[config.mk]
export PLATFORM = sky130hd
export DESIGN_NAME = instr_fetch_unit
export DESIGN_NICKNAME = d
export VERILOG_FILES = /design/src/rtl/sparc_fetch_pkg.sv /design/src/rtl/fetch_timeout_ctr.sv /design/src/rtl/instr_fetch_unit.sv
export SDC_FILE = /design/constraint.sdc
export NUM_CORES = 1
export LEC_CHECK = 0
export BUFFER_PORTS_ARGS = -buffer_cell sky130_fd_sc_hd__buf_2
export CAP_MARGIN = 20
export CORE_MARGIN = 5
export CORE_UTILIZATION = 53
export CTS_BUF_LIST = sky130_fd_sc_hd__clkbuf_4 sky130_fd_sc_hd__clkbuf_8
export DETAILED_ROUTE_END_ITERATION = 10
export PLACE_DENSITY = 0.91
export SETUP_SLACK_MARGIN = 0.3
export SLEW_MARGIN = 20
export SYNTH_ARGS = -nofsm -noshare
export SYNTH_HDL_FRONTEND = slang
export SYNTH_SLANG_ARGS = --single-unit
[constraint.sdc]
create_clock -name clk -period 2.9 [get_ports clk]
set_input_delay 0.29 -clock clk [delete_from_list [all_inputs] [get_ports clk]]
set_output_delay 0.29 -clock clk [all_outputs]
set_load 0.005 [all_outputs]
[src/rtl/sparc_fetch_pkg.sv]
// Shared types and SPARC trap-type codes for the instruction fetch stage.
package sparc_fetch_pkg;

  typedef enum logic [1:0] {
    IDLE,
    REQ,
    HOLD,
    TRAP
  } fetch_state_t;

  localparam logic [7:0] TT_MISALIGN = 8'h07;
  localparam logic [7:0] TT_IACC_ERR = 8'h21;
  localparam logic [7:0] TT_IACC_EXC = 8'h01;

endpackage

[src/rtl/fetch_timeout_ctr.sv]
// Bus-cycle watchdog: counts cycles while enabled and flags the last cycle
// before the fetch must be abandoned.
module fetch_timeout_ctr #(
  parameter int TIMEOUT = 64,
  parameter int TMR_W   = 7
) (
  input  logic clk,
  input  logic rst,
  input  logic clear,
  input  logic enable,
  output logic expired
);

  logic [TMR_W-1:0] count;

  always_ff @(posedge clk or negedge rst) begin
    if (!rst) begin
      count <= '0;
    end else if (clear) begin
      count <= '0;
    end else if (enable) begin
      count <= count + 1'b1;
    end
  end

  assign expired = (count == TMR_W'(TIMEOUT - 1));

endmodule

[src/rtl/instr_fetch_unit.sv]
// Fetch stage: one bus read per PC, holds the word for decode, pulses the PC
// increment on consume and raises instruction-access traps.
module instr_fetch_unit
  import sparc_fetch_pkg::*;
#(
  parameter int TIMEOUT = 64,
  parameter int TMR_W   = 7
) (
  input  logic        clk,
  input  logic        rst,
  input  logic [31:0] pc,
  input  logic        fetch_en,
  input  logic        redirect,
  output logic [31:0] mem_addr,
  output logic        mem_rd,
  input  logic        mem_ack,
  input  logic        mem_err,
  input  logic [31:0] mem_rdata,
  output logic [31:0] ir_out,
  output logic        ir_valid,
  input  logic        ir_consume,
  output logic        pcs_inc,
  output logic        trap_req,
  output logic [7:0]  trap_tt,
  input  logic        trap_ack
);

  fetch_state_t state, state_next;
  logic [31:0]  mem_addr_next, ir_out_next;
  logic         mem_rd_next, ir_valid_next, pcs_inc_next, trap_req_next;
  logic [7:0]   trap_tt_next;
  logic         discard, discard_next;
  logic         expired;
  logic         drop;

  fetch_timeout_ctr #(
    .TIMEOUT(TIMEOUT),
    .TMR_W  (TMR_W)
  ) u_timer (
    .clk    (clk),
    .rst    (rst),
    .clear  (state == IDLE),
    .enable (state == REQ),
    .expired(expired)
  );

  // A redirect seen earlier in this bus cycle, or right now, kills its result.
  assign drop = discard | redirect;

  always_ff @(posedge clk or negedge rst) begin
    if (!rst) begin
      state    <= IDLE;
      mem_addr <= '0;
      mem_rd   <= 1'b0;
      ir_out   <= '0;
      ir_valid <= 1'b0;
      pcs_inc  <= 1'b0;
      trap_req <= 1'b0;
      trap_tt  <= '0;
      discard  <= 1'b0;
    end else begin
      state    <= state_next;
      mem_addr <= mem_addr_next;
      mem_rd   <= mem_rd_next;
      ir_out   <= ir_out_next;
      ir_valid <= ir_valid_next;
      pcs_inc  <= pcs_inc_next;
      trap_req <= trap_req_next;
      trap_tt  <= trap_tt_next;
      discard  <= discard_next;
    end
  end

  always_comb begin
    state_next    = state;
    mem_addr_next = mem_addr;
    mem_rd_next   = mem_rd;
    ir_out_next   = ir_out;
    ir_valid_next = ir_valid;
    pcs_inc_next  = 1'b0;
    trap_req_next = trap_req;
    trap_tt_next  = trap_tt;
    discard_next  = discard;

    unique case (state)
      IDLE: begin
        if (fetch_en && !redirect) begin
          if (pc[1:0] != 2'b00) begin
            trap_req_next = 1'b1;
            trap_tt_next  = TT_MISALIGN;
            state_next    = TRAP;
          end else begin
            mem_addr_next = pc;
            mem_rd_next   = 1'b1;
            state_next    = REQ;
          end
        end
      end

      REQ: begin
        if (mem_ack) begin
          mem_rd_next  = 1'b0;
          discard_next = 1'b0;
          if (drop) begin
            state_next = IDLE;
          end else if (mem_err) begin
            trap_req_next = 1'b1;
            trap_tt_next  = TT_IACC_ERR;
            state_next    = TRAP;
          end else begin
            ir_out_next   = mem_rdata;
            ir_valid_next = 1'b1;
            state_next    = HOLD;
          end
        end else if (expired) begin
          mem_rd_next  = 1'b0;
          discard_next = 1'b0;
          if (drop) begin
            state_next = IDLE;
          end else begin
            trap_req_next = 1'b1;
            trap_tt_next  = TT_IACC_EXC;
            state_next    = TRAP;
          end
        end else if (redirect) begin
          discard_next = 1'b1;
        end
      end

      HOLD: begin
        // Redirect wins so pcs_inc never collides with a PC/nPC write.
        if (redirect) begin
          ir_valid_next = 1'b0;
          state_next    = IDLE;
        end else if (ir_consume) begin
          ir_valid_next = 1'b0;
          pcs_inc_next  = 1'b1;
          state_next    = IDLE;
        end
      end

      TRAP: begin
        if (trap_ack) begin
          trap_req_next = 1'b0;
          trap_tt_next  = '0;
          state_next    = IDLE;
        end
      end

      default: state_next = IDLE;
    endcase
  end

endmodule

After elaboration in Yosys (flattened, before gate mapping)

Index checks and enable logic that the tools add are counted.
W data, S select, Z words.

Register bits after elaboration: 86
Latch bits: 0
Memory bits (writable): 0
Bits in read-only memories: 0
Output and inout port bits: 76
Word-level logic and storage cells: 92
Memories kept: 0

Add/sub/neg operators: 1
Multipliers: 0
Div/mod/pow operators: 0
Order comparisons: 0
Eq/ne operators: 14
Shift-type cells: 0
Mux-type cells: 48
Bitwise gates (word level): 4
Reduce and logical (&&, ||, !) cells: 15

Operator list:

| cell                  | count |
|---|---|
| $mux W8               | 8 |
| $mux W1               | 24 |
| $pmux W8 S3           | 1 |
| $mux W2               | 9 |
| $mux W7               | 2 |
| $ne A2 B2 Y1 const B  | 7 |
| $reduce_and A4 Y1     | 3 |
| $ne A3 B3 Y1 const B  | 3 |
| $pmux W2 S4           | 1 |
| $add A7 B1 Y7 const B | 1 |
| $eq A7 B6 Y1 const B  | 1 |
| $reduce_and A7 Y1     | 1 |
| $reduce_bool A2 Y1    | 3 |
| $reduce_bool A3 Y1    | 2 |
| $reduce_and A5 Y1     | 1 |
| $eq A2 B2 Y1 const B  | 2 |
| $pmux W1 S2           | 2 |
| $not A1 Y1            | 3 |
| $pmux W1 S3           | 1 |
| $reduce_and A3 Y1     | 1 |
| $eq A2 B1 Y1 const B  | 1 |
| $logic_not A2 Y1      | 1 |
| $reduce_and A2 Y1     | 1 |
| $logic_and A1 B1 Y1   | 1 |
| other kinds (2)       | 2 |

Depth between registers and ports, before layout

Depth in word-level cells: 5
Gate-level depth with buffers: 5

Modules after synthesis

From an unflattened synthesis, not the netlist that was laid out.

Cell total of the unflattened synthesis: 223
Area total of the unflattened synthesis: 3390.8 µm²

By module, submodules not included:

| module            | instances | cells each | area each (µm²) | seq. area each (µm²) |
|---|---|---|---|---|
| instr_fetch_unit  | 1         | 193        | 3066.7          | 1851.8 |
| fetch_timeout_ctr | 1         | 30         | 324.1           | 175.2 |

Worst setup path before layout

OpenSTA, ideal clock, no wires.

Path type: register -> register
From: register state[0]
To: register trap_tt[0]
Setup time: 124 ps
Arrival: 1352 ps
Required time: 2776 ps
Slack: 1424 ps
Cell stages (with the launch flop): 6
Path buffers: 1
Period minus slack after synthesis: 1476 ps
Cells stage by stage: dfrtp_1 > buf_2 > or3_1 > o221ai_2 > mux2_1 > o31a_1

Word-level cells in the longest chain between the ends: 3
Elaborated cells on any way between the ends: 12

RTL lines:

| element                                                     | line                   | source |
|---|---|---|
| start, declared                                             | instr_fetch_unit.sv:28 | `fetch_state_t state, state_next;` |
| start signal, assigned                                      | instr_fetch_unit.sv:62 | `state <= state_next;` |
| $eq A2 B1 Y1, or another cell as far along                  | instr_fetch_unit.sv:85 | `unique case (state)` |
| $ne A3 B3 Y1 (no source line), or another cell as far along | --                     |  |
| $reduce_and A7 Y1 (no source line)                          | --                     |  |
| end signal, assigned                                        | instr_fetch_unit.sv:69 | `trap_tt <= trap_tt_next;` |
| end, declared                                               | instr_fetch_unit.sv:24 | `output logic [7:0] trap_tt,` |

Parallel ways exist; a longest one is shown, timed or not.
A chain may end at the register's enable or synchronous reset.

Worst setup path after layout

From: register state[0]
To: register ir_out[12]

Word-level cells in the longest chain between the ends: 2

RTL lines:

| element                            | line                   | source |
|---|---|---|
| $eq A2 B1 Y1                       | instr_fetch_unit.sv:85 |  |
| $reduce_and A4 Y1 (no source line) | --                     |  |
| end signal, assigned               | instr_fetch_unit.sv:65 | `ir_out <= ir_out_next;` |
| end, declared                      | instr_fetch_unit.sv:19 | `output logic [31:0] ir_out,` |

No other way between the ends.

==> flow_summary.json <==
{
  "grt_max_degree": 81,
  "hold_ws_ps": -32.0,
  "drive_gt1_frac": 0.608,
  "critical_path.cell_chain": "inv_1, nor2_4, nand3_2, buf_4, mux2_2",
  "insertedDiodeCount": 0,
  "critPathMaxStageDelay_ps": 560,
  "path_max_fanout": 23,
  "die_width_um": 89.8,
  "cts_tree": "yes",
  "vias": 2325,
  "ios": 148,
  "hold_buffers": 0,
  "status": "finished with violations",
  "yosysSeqAreaShare": 0.593,
  "dpl_worst_slack_ps": 809,
  "numCtsBuffers": 9,
  "initial_core_util": 0.538,
  "firstDrtPassIters": 4,
  "area_delta_synth_final_pct": 27.7,
  "synth_area_per_cell_um2": 14.7,
  "grt.total_usage": 0.190,
  "fp-row-count": 29,
  "grt_pass1_vias": 2521,
  "setup_viol": 0,
  "ant_nets": 0,
  "cts_setup_buffers": 0,
  "fmax_mhz": 484,
  "critPathLaunchType": "flop",
  "core-area_um2": 6280,
  "slowest_stage": "dfrtp_1",
  "seqCellArea_um2": 2000,
  "worst_skew_pair.late_latency_ps": 340,
  "numPortBuffers": 143,
  "die_area_um2": 8060,
  "cts-root-buf": "clkbuf_8",
  "dp_hpwl_um": 5620,
  "drt-wirelength-per-cell_um": 16.2,
  "totalWireLength_um": 7380,
  "worst_pin_slew_ps": 687,
  "antenna_found_initial": 0,
  "nFillCells": 481,
  "worstPathArrival_ps": 2290,
  "finClkSkew_ps": 13.3,
  "htree_levels": 3,
  "tns_ps": 0,
  "p_leak_nw": 2.36,
  "gp_congestion": 0.877,
  "nNetsFinal": 446,
  "overflow": 0,
  "cts_sinks": 80,
  "synthDistinctLibCells": 42,
  "cts_buffer_depth": 2,
  "violations": "negative hold slack",
  "critPathKind": "flop to flop",
  "fin_ws_ps": 833,
  "design_area_um2": 4310,
  "syn_area_um2": 3370,
  "clkTransAtPathRegs_ps": 80,
  "ir_drop_uv": 556,
  "vias_per_cell": 5.11,
  "synth_seq_cells": 80,
  "maxSlewViolCount": 0,
  "cts_resized": 0,
  "placed_cell_area_um2": 4120,
  "die_height_um": 89.8,
  "drt-initial-drc-count": 72,
  "relSlewSlack": 0.542,
  "hold_violations": 69,
  "postLayoutCoreUtil": 0.687,
  "grt_pass1_wl_um": 12500,
  "synthCells": 229,
  "finalCritPeriodShare": 0.713,
  "hp-class": "input port to asynchronous set/reset pin",
  "crit_path_end_kind": "flop",
  "drc": 0,
  "power.density_nw_per_um2": 916,
  "yosys_warnings": 0,
  "rsz0062_at_grt": "false",
  "worst_ep_required_time_ps": 3120,
  "multi_input_area_um2": 1270,
  "min_period_ps": 2070,
  "max_cap_violations": 0
}
-- synthesized netlist by cell type (all sizes together) --
library cell	count	area [um2]
conb	1	3.75
a22o	4	35.0
o21bai	1	7.51
o221ai	1	15.0
nand2	14	55.1
nor3	5	25.0
nor2	2	15.0
a41oi	1	8.76
nand3	3	20.0
dfrtp	80	2000
nand4b	1	8.76
o2bb2ai	1	8.76
o31a	1	8.76
o211ai	1	7.51
and3	1	6.26
o21ai	11	55.1
o211a	1	10.0
o31ai	1	7.51
mux2	64	822
nor3b	1	18.8
nand2b	1	6.26
clkbuf	2	7.51
nor2b	1	6.26
and2	3	18.8
a32oi	1	8.76
inv	3	11.3
a31oi	1	6.26
buf	13	98.8
a21oi	3	15.0
mux2i	2	20.0
a21boi	1	7.51
nor4b	1	8.76
or3	1	6.26
ha	1	12.5
-- layout make-up --
class                           instances  area share
Sequential cell                        80       0.464
Clock inverter                          5     0.00929
Inverter                                3     0.00261
Tap cell                               77      0.0224
Timing Repair Buffer                  145       0.174
Clock buffer                           11      0.0337
Multi-Input combinational cell        134       0.294
-- per-layer routing --
metal,global-route usage,up-vias,part of all wire
met2,0.302,106,0.50
met1,0.235,1114,0.39
met3,0.0559,16,0.081
li1,-,1089,-
met4,0.0970,0,0.026
met5,0,-,0
-- metrics by stage --
stage	cells	total power, mW
finish	455	3.95
global route	455	4.22
CTS	455	4.01
detailed placement	439	3.24
global placement	439	3.15
floorplan	232	2.58
-- critical path: cells and delay by family, from the launching register on --
| family | cells | cell delay (ps) |
|---|---|---|
| buf+inv | 2 | 580 |
| flops | 1 | 560 |
| simple gates | 2 | 490 |
| mux | 1 | 310 |
-- sequential cells by signal (all words and copies together), names as in the netlist --
register,count
ir_out,32
mem_addr,32
u_timer.count,7
trap_tt,3
state,2
discard,1
ir_valid,1
mem_rd,1
pcs_inc,1
-- worst paths after layout --
kind	slack (ps)	end	startpoint	depth (start not counted)
worst max-delay path	830	ir_out[12]	state[0]	5
worst min-delay path	-30	ir_out[10]	rst	1
worst max register to register	830	ir_out[12]	state[0]	5
worst min register to register	490	mem_addr[1]	mem_addr[1]	1
max in group asynchronous	2460	mem_addr[7]	rst	1
min in group clk	170	ir_out[21]	mem_rdata[21]	2
-- cells in the final DEF (no fill, tap or decap), types with 2 or more instances in the layout --
cell type / n
mux2_2: 36
inv_1: 2
and2_1: 3
clkinv_4: 2
buf_2: 142
nand2_1: 13
mux2_4: 27
nand3_1: 2
a22o_1: 4
dfrtp_1: 80
o21ai_0: 11
a21oi_1: 3
clkbuf_8: 10
nor3_1: 5
conb_1: 4
mux2i_1: 2
inv_6: 2
-- cell families (layout without fill, tap and decap cells) --
kind of cell / count (synthesis) / count (layout) / share of synthesized area
and+or+nand+nor: 34 / 34 / 0.0578
muxes: 66 / 66 / 0.250
buffers and inverters: 18 / 164 / 0.0349
adders and majority gates: 1 / 1 / 0.00371
AOI/OAI and AO/OA: 29 / 29 / 0.0597
other: 1 / 4 / 0.00111
DFF: 80 / 80 / 0.593
-- where the power goes --
part | switching [mW] | leakage, nW | internal [mW] | total, mW
Clock | 0.397 | 0.0977 | 0.352 | 0.748
Sequential | 0.297 | 1.02 | 1.57 | 1.86
Combinational | 0.517 | 1.24 | 0.816 | 1.33
Total | 1.21 | 2.36 | 2.74 | 3.95
Note: power is estimated with default switching activity, not from simulation.
